**config.mk**
```make
export PLATFORM = sky130hd
export DESIGN_NAME = wb_stage
export DESIGN_NICKNAME = d
export VERILOG_FILES = /design/src/rtl/core_pkg.sv /design/src/rtl/load_extract.sv /design/src/rtl/wb_stage.sv
export SDC_FILE = /design/constraint.sdc
export NUM_CORES = 1
export LEC_CHECK = 0
export BUFFER_PORTS_ARGS = -buffer_cell sky130_fd_sc_hd__buf_4
export CELL_PAD_IN_SITES_DETAIL_PLACEMENT = 0
export CELL_PAD_IN_SITES_GLOBAL_PLACEMENT = 1
export CORE_ASPECT_RATIO = 1.4
export CORE_MARGIN = 8
export CORE_UTILIZATION = 36
export CTS_BUF_LIST = sky130_fd_sc_hd__clkbuf_4
export DETAILED_ROUTE_END_ITERATION = 8
export PLACE_DENSITY_LB_ADDON = 0.1
export SETUP_SLACK_MARGIN = 0.1
export SLEW_MARGIN = 20
export SYNTH_ARGS = -nofsm -noshare
export SYNTH_HDL_FRONTEND = slang
export SYNTH_SLANG_ARGS = --single-unit
```
**constraint.sdc**
```tcl
create_clock -name clk -period 3.2 [get_ports clk]
set_input_delay 0.32 -clock clk [delete_from_list [all_inputs] [get_ports clk]]
set_output_delay 0.32 -clock clk [all_outputs]
set_load 0.1 [all_outputs]
```
**src/rtl/core_pkg.sv**
```systemverilog
// rtl/core_pkg.sv - shared opcode, load funct3 and writeback state definitions
//
// Purpose: constants and types used by the writeback stage and its load
// extractor.
// Ports: none (package).
package core_pkg;

   localparam logic [6:0] OP_LOAD   = 7'b0000011;
   localparam logic [6:0] OP_LUI    = 7'b0110111;
   localparam logic [6:0] OP_JAL    = 7'b1101111;
   localparam logic [6:0] OP_JALR   = 7'b1100111;
   localparam logic [6:0] OP_STORE  = 7'b0100011;
   localparam logic [6:0] OP_BRANCH = 7'b1100011;

   localparam logic [2:0] F3_LB  = 3'b000;
   localparam logic [2:0] F3_LH  = 3'b001;
   localparam logic [2:0] F3_LW  = 3'b010;
   localparam logic [2:0] F3_LD  = 3'b011;
   localparam logic [2:0] F3_LBU = 3'b100;
   localparam logic [2:0] F3_LHU = 3'b101;
   localparam logic [2:0] F3_LWU = 3'b110;

   typedef enum logic {
      IDLE = 1'b0,
      WAIT = 1'b1
   } wb_state_t;

   // Stores and branches never produce a register result.
   function automatic logic op_writes_rd(input logic [6:0] op);
      return !((op == OP_STORE) || (op == OP_BRANCH));
   endfunction

endpackage

```
**src/rtl/load_extract.sv**
```systemverilog
// rtl/load_extract.sv - combinational load data align, size and extend
//
// Purpose: shifts the raw aligned memory word down to the addressed byte
// and sizes/extends it according to the load funct3.
// Ports:
//   rdata_i  [XLEN-1:0]  raw aligned load word
//   off_i    [OW-1:0]    byte offset within the word
//   funct3_i [2:0]       load size/sign encoding
//   data_o   [XLEN-1:0]  extracted writeback value
module load_extract
   import core_pkg::*;
#(
   parameter int XLEN = 32
) (
   input  logic [XLEN-1:0]              rdata_i,
   input  logic [$clog2(XLEN/8)-1:0]    off_i,
   input  logic [2:0]                   funct3_i,
   output logic [XLEN-1:0]              data_o
);

   logic [XLEN-1:0] sh;

   assign sh = rdata_i >> {off_i, 3'b000};

   // Size casts of $signed operands sign-extend; of unsigned operands zero-extend.
   always_comb begin
      data_o = XLEN'(sh[31:0]);
      case (funct3_i)
         F3_LB:   data_o = XLEN'($signed(sh[7:0]));
         F3_LH:   data_o = XLEN'($signed(sh[15:0]));
         F3_LW:   data_o = XLEN'($signed(sh[31:0]));
         F3_LBU:  data_o = XLEN'(sh[7:0]);
         F3_LHU:  data_o = XLEN'(sh[15:0]);
         // LD and LWU only exist on RV64; on RV32 they fall back to LW.
         F3_LD:   data_o = (XLEN == 64) ? sh : XLEN'($signed(sh[31:0]));
         F3_LWU:  data_o = (XLEN == 64) ? XLEN'(sh[31:0]) : XLEN'($signed(sh[31:0]));
         default: data_o = XLEN'(sh[31:0]);
      endcase
   end

endmodule

```
**src/rtl/wb_stage.sv**
```systemverilog
// rtl/wb_stage.sv - MEM/WB boundary register and writeback source select
//
// Purpose: accepts instructions from MEM, selects the writeback value by
// opcode, waits for variable-latency load data and drives the register
// file write port (also used as the forwarding tap).
// Ports:
//   clk, rst_n            clock, asynchronous active-low reset
//   mem_valid / wb_ready  MEM handshake; transfer when both high
//   mem_ir, mem_pc        instruction word and its PC
//   mem_alu_out           ALU result, also load byte address
//   mem_imm               decoded U-immediate
//   flush                 kill pending or presented instruction
//   dmem_rvalid/rdata     load data response
//   rf_we/waddr/wdata     register file write port (one-cycle pulse)
//   wb_err                one-cycle pulse on load timeout
module wb_stage
   import core_pkg::*;
#(
   parameter int XLEN         = 32,
   parameter int LOAD_TIMEOUT = 0
) (
   input  logic            clk,
   input  logic            rst_n,
   input  logic            mem_valid,
   output logic            wb_ready,
   input  logic [31:0]     mem_ir,
   input  logic [XLEN-1:0] mem_pc,
   input  logic [XLEN-1:0] mem_alu_out,
   input  logic [XLEN-1:0] mem_imm,
   input  logic            flush,
   input  logic            dmem_rvalid,
   input  logic [XLEN-1:0] dmem_rdata,
   output logic            rf_we,
   output logic [4:0]      rf_waddr,
   output logic [XLEN-1:0] rf_wdata,
   output logic            wb_err
);

   localparam int OW = $clog2(XLEN/8);

   wb_state_t       state_q, state_d;
   logic [4:0]      rd_q, rd_d;
   logic [2:0]      f3_q, f3_d;
   logic [OW-1:0]   off_q, off_d;
   logic [31:0]     cnt_q, cnt_d;
   logic            rf_we_q, rf_we_d;
   logic [4:0]      rf_waddr_q, rf_waddr_d;
   logic [XLEN-1:0] rf_wdata_q, rf_wdata_d;
   logic            wb_err_q, wb_err_d;
   logic [XLEN-1:0] load_data;
   logic [XLEN-1:0] src;

   logic [6:0] opcode;
   logic [4:0] ir_rd;
   logic [2:0] ir_f3;
   logic       unused_ir;

   assign opcode    = mem_ir[6:0];
   assign ir_rd     = mem_ir[11:7];
   assign ir_f3     = mem_ir[14:12];
   assign unused_ir = ^mem_ir[31:15];

   assign wb_ready = (state_q == IDLE);
   assign rf_we    = rf_we_q;
   assign rf_waddr = rf_waddr_q;
   assign rf_wdata = rf_wdata_q;
   assign wb_err   = wb_err_q;

   load_extract #(.XLEN(XLEN)) u_load_extract (
      .rdata_i  (dmem_rdata),
      .off_i    (off_q),
      .funct3_i (f3_q),
      .data_o   (load_data)
   );

   always_comb begin
      src = mem_alu_out;
      case (opcode)
         OP_LUI:          src = mem_imm;
         OP_JAL, OP_JALR: src = mem_pc + XLEN'(4);
         default:         src = mem_alu_out;
      endcase
   end

   always_comb begin
      state_d    = state_q;
      rd_d       = rd_q;
      f3_d       = f3_q;
      off_d      = off_q;
      cnt_d      = cnt_q;
      rf_we_d    = 1'b0;
      rf_waddr_d = rf_waddr_q;
      rf_wdata_d = rf_wdata_q;
      wb_err_d   = 1'b0;
      case (state_q)
         IDLE: begin
            // A flushed instruction still handshakes but is dropped.
            if (mem_valid && !flush) begin
               if (opcode == OP_LOAD) begin
                  state_d = WAIT;
                  rd_d    = ir_rd;
                  f3_d    = ir_f3;
                  off_d   = mem_alu_out[OW-1:0];
                  cnt_d   = '0;
               end else if (op_writes_rd(opcode) && (ir_rd != 5'd0)) begin
                  rf_we_d    = 1'b1;
                  rf_waddr_d = ir_rd;
                  rf_wdata_d = src;
               end
            end
         end
         WAIT: begin
            // Priority: flush, then returning data, then timeout.
            if (flush) begin
               state_d = IDLE;
            end else if (dmem_rvalid) begin
               state_d = IDLE;
               if (rd_q != 5'd0) begin
                  rf_we_d    = 1'b1;
                  rf_waddr_d = rd_q;
                  rf_wdata_d = load_data;
               end
            end else if ((LOAD_TIMEOUT != 0) && (cnt_q == 32'(LOAD_TIMEOUT - 1))) begin
               state_d  = IDLE;
               wb_err_d = 1'b1;
            end else if (LOAD_TIMEOUT != 0) begin
               cnt_d = cnt_q + 32'd1;
            end
         end
         default: state_d = IDLE;
      endcase
   end

   always_ff @(posedge clk or negedge rst_n) begin
      if (!rst_n) begin
         state_q    <= IDLE;
         rd_q       <= '0;
         f3_q       <= '0;
         off_q      <= '0;
         cnt_q      <= '0;
         rf_we_q    <= 1'b0;
         rf_waddr_q <= '0;
         rf_wdata_q <= '0;
         wb_err_q   <= 1'b0;
      end else begin
         state_q    <= state_d;
         rd_q       <= rd_d;
         f3_q       <= f3_d;
         off_q      <= off_d;
         cnt_q      <= cnt_d;
         rf_we_q    <= rf_we_d;
         rf_waddr_q <= rf_waddr_d;
         rf_wdata_q <= rf_wdata_d;
         wb_err_q   <= wb_err_d;
      end
   end

endmodule
```
==> results of run 1 <==
==> sequential cells by signal, summed over array words and instances (netlist names) <==
signal,flops
rf_wdata,32
rd_q,5
rf_we,1
off_q,2
f3_q,3
state_q,1
rf_waddr,5
==> power by group through the flow <==
stage / Combinational [mW] / Sequential, mW / Clock (mW)
floorplan: 0.217 / 1.28 / 0
global route: 1.16 / 0.760 / 0.474
finish: 1.11 / 0.749 / 0.443
CTS: 1.12 / 0.749 / 0.458
detailed placement: 1.12 / 0.760 / 0
global placement: 1.10 / 0.759 / 0
==> synth_stat cells (3+ instances only) <==
master	n
o21a_1	3
buf_2	11
a21o_1	6
a2bb2oi_1	6
o22a_1	5
o221a_2	3
nand3_1	15
nor3_1	14
nor2_1	44
a211oi_1	6
xnor2_1	6
xor2_1	9
a22oi_1	4
a221oi_1	27
nor2b_1	3
mux2i_1	24
o211ai_1	8
o21ai_0	28
o31a_1	9
nor4_1	14
mux2_2	17
and4_1	5
a21oi_1	25
and3_1	6
a21oi_2	3
nand2_1	35
dfrtp_1	49
nand4_1	12
a221o_1	3
clkbuf_1	20
buf_4	3
a221oi_2	3
==> final cells by class <==
class / instances / area (sq um) / area share (%)
Multi-Input combinational cell: 370 / 2520 / 45.71
Sequential cell: 49 / 1226 / 22.24
Clock buffer: 5 / 37.54 / 0.6809
Timing Repair Buffer: 196 / 1474 / 26.74
Clock inverter: 3 / 65.06 / 1.180
Tap cell: 141 / 176.4 / 3.200
Inverter: 3 / 11.26 / 0.2043
Antenna cell: 1 / 2.502 / 0.04539
==> final timing paths <==
check / end / slack [ps]
worst max-delay path: rf_waddr[4]$_DFFE_PN0P_ / 640
worst min-delay path: state_q$_DFF_PN0_ / 110
worst max register to register: rf_waddr[4]$_DFFE_PN0P_ / 640
worst min register to register: rf_wdata[17]$_DFFE_PN0P_ / 500
max in group asynchronous: rf_wdata[12]$_DFFE_PN0P_ / 2280
min in group asynchronous: f3_q[1]$_DFFE_PN0P_ / 490
==> worst max-delay path, stage by stage (launching register included) <==
cell,delay (ps)
dfrtp_1,400
or3b_2,520
a21oi_2,210
a21oi_4,170
inv_2,660
buf_4,320
nor2_1,60
a21oi_1,110
==> kinds of logic (layout without fill, tap and decap cells) <==
kind of cell    Yosys count  after routing
compound gates          149            149
xor+xnor                 15             15
fa+ha+maj                 1              1
buf+inv                  39            207
flops                    49             49
mux                      42             42
other cells               1              2
simple gates            162            162
==> metal layers <==
metal	vias up	global-route usage, %	share of wire, %
met4	0	5.891	1.9
met5	-	0	0
li1	2100	-	-
met2	137	38.08	53
met3	19	4.067	5.1
met1	2101	23.68	40
==> through the flow <==
stage	hold WS [ps]	std cells	utilization (%)	total power [mW]	area [sq um]
global placement	374.7	758	50.19	1.863	5398
CTS	82.48	767	51.24	2.324	5510
detailed placement	384.8	758	50.19	1.876	5398
finish	107.9	768	51.26	2.304	5513
floorplan	24.41	458	-	1.492	3925
global route	85.79	768	51.26	2.392	5513
==> metrics, run 1 <==
Synth area leaders dfrtp_1 31%, mux2i_1 6.1%, a221oi_1 6.0%; Seq pwr share 32.5%; DRT iter0 DRCs 172; most frequent cells in the layout 195 x buf_4, 49 x dfrtp_1, 44 x nor2_1, 35 x nand2_1, 28 x o21ai_0; top cell type's share of synthesized area 31.24%; post-synthesis sequential area ratio 31.24%; core area 10750 sq um; post-synthesis adder-cell area fraction 0.3188%; CTS tree built; startpoint types flip-flop; Hold Vio Cnt, Final 0; Hold Path Cell Cnt 2; largest family of logic cells by synthesized area compound AO/OA/AOI/OAI gates; GRT Util Overall 20.77%; Fin Clk Skew 11.92 ps; xor-xnor portion of the synthesized cell area 3.347%; Vias 4357; Initial Util 36.50%; Port-buffer cells 186; Critical R2R Launch state_q$_DFF_PN0_; Final Setup Violations 0; relative slew slack 42.00%; Clk Tree Root Cell clkbuf_4; Die Y 139.5 um; Clock Latency Late Sink 370 ps; number of iterations in the first detailed-routing pass 5; worst setup path startpoint state_q$_DFF_PN0_; Logic pwr share 48.3%; WL/cell 20.68 um; commonest non-fill, non-tap cell in the layout buf_4; I/O Pins 205; post-layout minimum cycle time 2557 ps; switching share of power 45.21%; final setup TNS 0 ps; internal power 1.262 mW; vias in the first global route 4528; Clk pin slew, worst setup/hold paths 140 ps; R2R depth 7; critical path arrival 2860 ps; hold path startpoint dmem_rvalid; setup ws final 643.0 ps; layout cells sized above 1 38.02%; vias per cell 5.673; Sink Count 49; unrepaired setup endpoints after global routing false; Site Rows 45; Final Max Slew Viols 0; ys flop type dfrtp_1; outcome completed; Yosys top cell by area dfrtp_1; FMAX 391.1 MHz; Power Density 417.8 nW/um^2; Hold Buf Count CTS 1; worst IR drop on VDD 0.0002098 V; leakage power 2.359 nW; pin count of the biggest net entering global routing 51; post-synthesis simple-gate area fraction 20.53%; synth unique cells 59; kind of critical path reg -> reg; antenna violations before repair 1; Post-synth EDFFs 0; Post-synth ARST share 100.0%; Post-CTS Setup Inserts 0; NetSw 1.041 mW; RePlAce Congestion 0.9316; Worst Setup End Kind flip-flop; compound-gate portion of the synthesized area 28.34%; Cells after Synth 458; GRT overflow 0; number of H-tree levels 2; first-pass GRT wire length 24360 um; mux contribution to synthesized area 11.57%; post-route ant nets 0; DIE AREA 14550 sq um; Synth Register Bits 49; FILL cells 1111; Hold/Removal Path Class in -> reg; Final period util 79.90%; syn_area_per_cell 8.570 sq um; post-cts gate resize count 0; TritonCTS Buffers 5; max-cap check violation count 0; Cell Area, Synth 3925 sq um; worst endpoint required time 3500 ps; Tightest Pin Transition 868.7 ps; post-detail-place hpwl 12990 um; Placement Setup Slack 467.3 ps; Post-Syn Nets 624; Syn. warnings 0; Clock Path Buffers 2; Chip Width 104.3 um; Remaining DRCs 0; wirelength, routed 15880 um; Clk pwr share 19.2%; worst-path fanout max 50; Layout Area Growth over Synthesis 40.45%; final net count 791
Note: power is estimated with default switching activity, not from simulation.
==> inputs of run 2 (changes only) <==
--- a/config.mk
+++ b/config.mk
@@ -10,7 +10,7 @@
 export CELL_PAD_IN_SITES_GLOBAL_PLACEMENT = 1
 export CORE_ASPECT_RATIO = 1.4
 export CORE_MARGIN = 8
-export CORE_UTILIZATION = 36
+export CORE_UTILIZATION = 30
 export CTS_BUF_LIST = sky130_fd_sc_hd__clkbuf_4
 export DETAILED_ROUTE_END_ITERATION = 8
 export PLACE_DENSITY_LB_ADDON = 0.1
==> constraint.sdc (replaced) <==
create_clock -name clk -period 2.3 [get_ports clk]
set_input_delay 0.23 -clock clk [delete_from_list [all_inputs] [get_ports clk]]
set_output_delay 0.23 -clock clk [all_outputs]
set_load 0.1 [all_outputs]
==> run 2 against run 1 <==
Effect of this change:
- routed wire length rose by 11%
- critical path depth fell by 1
- clock power fell by 7.7%
- global-route usage fell by 0.67 points
- sequential share of layout area fell by 0.35 points
- sequential power rose by 39%
- final area rose by 1.6%
- power rose by 31%
- fmax rose by 24%
- clock skew fell by 2.7 ps
- sequential cell count did not move
- clock-buffer cell count rose by 1
- largest cell class unchanged
==> metrics, run 2 (synthesis gave the netlist of run 1 again) <==
Final Setup Violations 0 (unchanged); CTS tree built; Hold/Removal Path Class in -> reg; worst endpoint required time 2570 ps (-930 ps); Worst Setup End Kind flip-flop; Clock Latency Late Sink 380 ps (about the same); Power Density 539.1 nW/um^2 (+29%); Clk Tree Root Cell clkbuf_4; worst-path fanout max 13 (-74%); CP top delay family simple AND/OR/NAND/NOR gates; Hold Vio Cnt, Final 0 (unchanged); worst path cell trace or3b_2 -> a21oi_4 -> a21oi_4 -> buf_4 -> nor4_1 -> nor3_1; WL/cell 22.29 um (+7.8%); Chip Width 112.7 um (+8.1%); relative slew slack 50.05% (+8.0 points); post-detail-place hpwl 14210 um (+9.4%); DRT iter0 DRCs 227 (+32%); final cell count without fillers 791 (+3.0%); number of iterations in the first detailed-routing pass 4 (-1); commonest non-fill, non-tap cell in the layout buf_4; critical path arrival 2330 ps (-530 ps); post-placement cell count 780 (+2.9%); post-route ant nets 0 (unchanged); layout cells sized above 1 38.62% (+0.60 points); max reg flops 32 (unchanged); Slowest cell on crit path or3b_2; Sink Count 49 (unchanged); CP Buf/Inv Count 1 (-1); Clock Path Buffers 2 (unchanged); Tightest Pin Transition 747.5 ps (-121.2 ps); Worst R2R Setup Slack 240 ps (-400 ps); Die Y 151.3 um (+8.5%); final net count 803 (+1.5%); max incr delay on CP 530 ps (-130 ps); Final Max Slew Viols 0 (unchanged); Remaining DRCs 0 (unchanged); Vias 4386 (+0.67%); pin count of the biggest net entering global routing 50 (-2.0%); GRT Util Overall 20.11% (-0.67 points); TritonCTS Buffers 5 (unchanged); outcome completed; setup ws final 239.9 ps (-403.2 ps); Port-buffer cells 186 (unchanged); number of H-tree levels 2 (unchanged); vias in the first global route 4616 (+1.9%); Post-CTS Setup Inserts 0 (unchanged); GRT overflow 0 (unchanged); DIE AREA 17050 sq um (+17%); first-pass GRT wire length 26470 um (+8.7%); Clk pin slew, worst setup/hold paths 140 ps (about the same); Placement Setup Slack 69.62 ps (-397.7 ps); wirelength, routed 17630 um (+11%); RePlAce Congestion 0.8967 (-3.7%); most frequent cells in the layout 204 x buf_4, 49 x dfrtp_1, 44 x nor2_1, 35 x nand2_1, 28 x o21ai_0; core area 12810 sq um (+19%); kind of critical path reg -> reg; Initial Util 30.63% (-5.9 points); critical path's most frequent cell a21oi_4; post-layout minimum cycle time 2060 ps (-496.8 ps); FILL cells 1339 (+21%); leakage power 2.400 nW (+1.7%); Site Rows 49 (+8.9%); I/O Pins 205 (unchanged); vias per cell 5.545 (-2.3%); Final period util 89.57% (+9.7 points); worst IR drop on VDD 0.0002199 V (+4.8%); FMAX 485.4 MHz (+24%); max-cap check violation count 0 (unchanged); Fin Clk Skew 9.198 ps (-2.726 ps); Layout Area Growth over Synthesis 42.72%; antenna violations before repair 1 (unchanged); unrepaired setup endpoints after global routing false; startpoint types flip-flop
[run 2: final cells by class]
class / instances / area [sq um] / share of cell area, %
Antenna cell: 1 / 2.502 / 0.04467
Clock buffer: 6 / 45.04 / 0.8041
Clock inverter: 1 / 3.754 / 0.06701
Inverter: 3 / 13.76 / 0.2457
Multi-Input combinational cell: 370 / 2537 / 45.30
Sequential cell: 49 / 1226 / 21.89
Tap cell: 153 / 191.4 / 3.417
Timing Repair Buffer: 208 / 1582 / 28.23
[run 2: worst register-to-register path, stage by stage, from the launching register on]
cell	delay [ps]
dfrtp_1	390
or3b_2	530
a21oi_4	210
a21oi_4	90
buf_4	210
nor4_1	430
nor3_1	90
[run 2: worst paths after layout]
check / startpoint / to / depth (start not counted)
hold reg to reg: rf_wdata[8]$_DFFE_PN0P_ / rf_wdata[8]$_DFFE_PN0P_ / 2
setup reg to reg: state_q$_DFF_PN0_ / rf_wdata[6]$_DFFE_PN0P_ / 6
setup / recovery: state_q$_DFF_PN0_ / rf_wdata[6]$_DFFE_PN0P_ / 6
min in group asynchronous: rst_n / f3_q[2]$_DFFE_PN0P_ / 2
hold / removal: mem_ir[13] / f3_q[1]$_DFFE_PN0P_ / 2
max in group asynchronous: rst_n / rf_waddr[4]$_DFFE_PN0P_ / 2
[run 2: repair_timing]
action / 4_1_cts / 5_1_grt
gates resized for setup: 1 / 2
pin swaps: 0 / 0
hold endpoints to repair: 50 / 1
hold buffers: 2 / 1
setup endpoints to repair: 2 / 11
[run 2: through the flow]
stage	util (%)	setup TNS, ps	area (sq um)	total power, mW	hold WS, ps
finish	43.72	0	5602	3.020	65.00
global route	43.72	0	5602	3.153	54.31
CTS	43.54	0	5579	3.043	11.63
global placement	42.93	-120.2	5500	2.621	311.9
floorplan	-	0	3925	2.076	-65.59
detailed placement	42.96	0	5505	2.631	311.1
[run 2: routing by layer]
layer / global-route usage (%) / vias up / wire length, um
met3: 3.831 / 20 / 985
met1: 23.52 / 2077 / 7219
met2: 35.51 / 157 / 8919
met4: 7.854 / 0 / 505
met5: 0 / - / 0
li1: - / 2132 / -
[run 2: power by group]
group / total [mW] / internal [mW] / switching [mW]
clock network: 0.409 / 0.124 / 0.285
registers: 1.04 / 0.968 / 0.0708
logic: 1.57 / 0.465 / 1.11
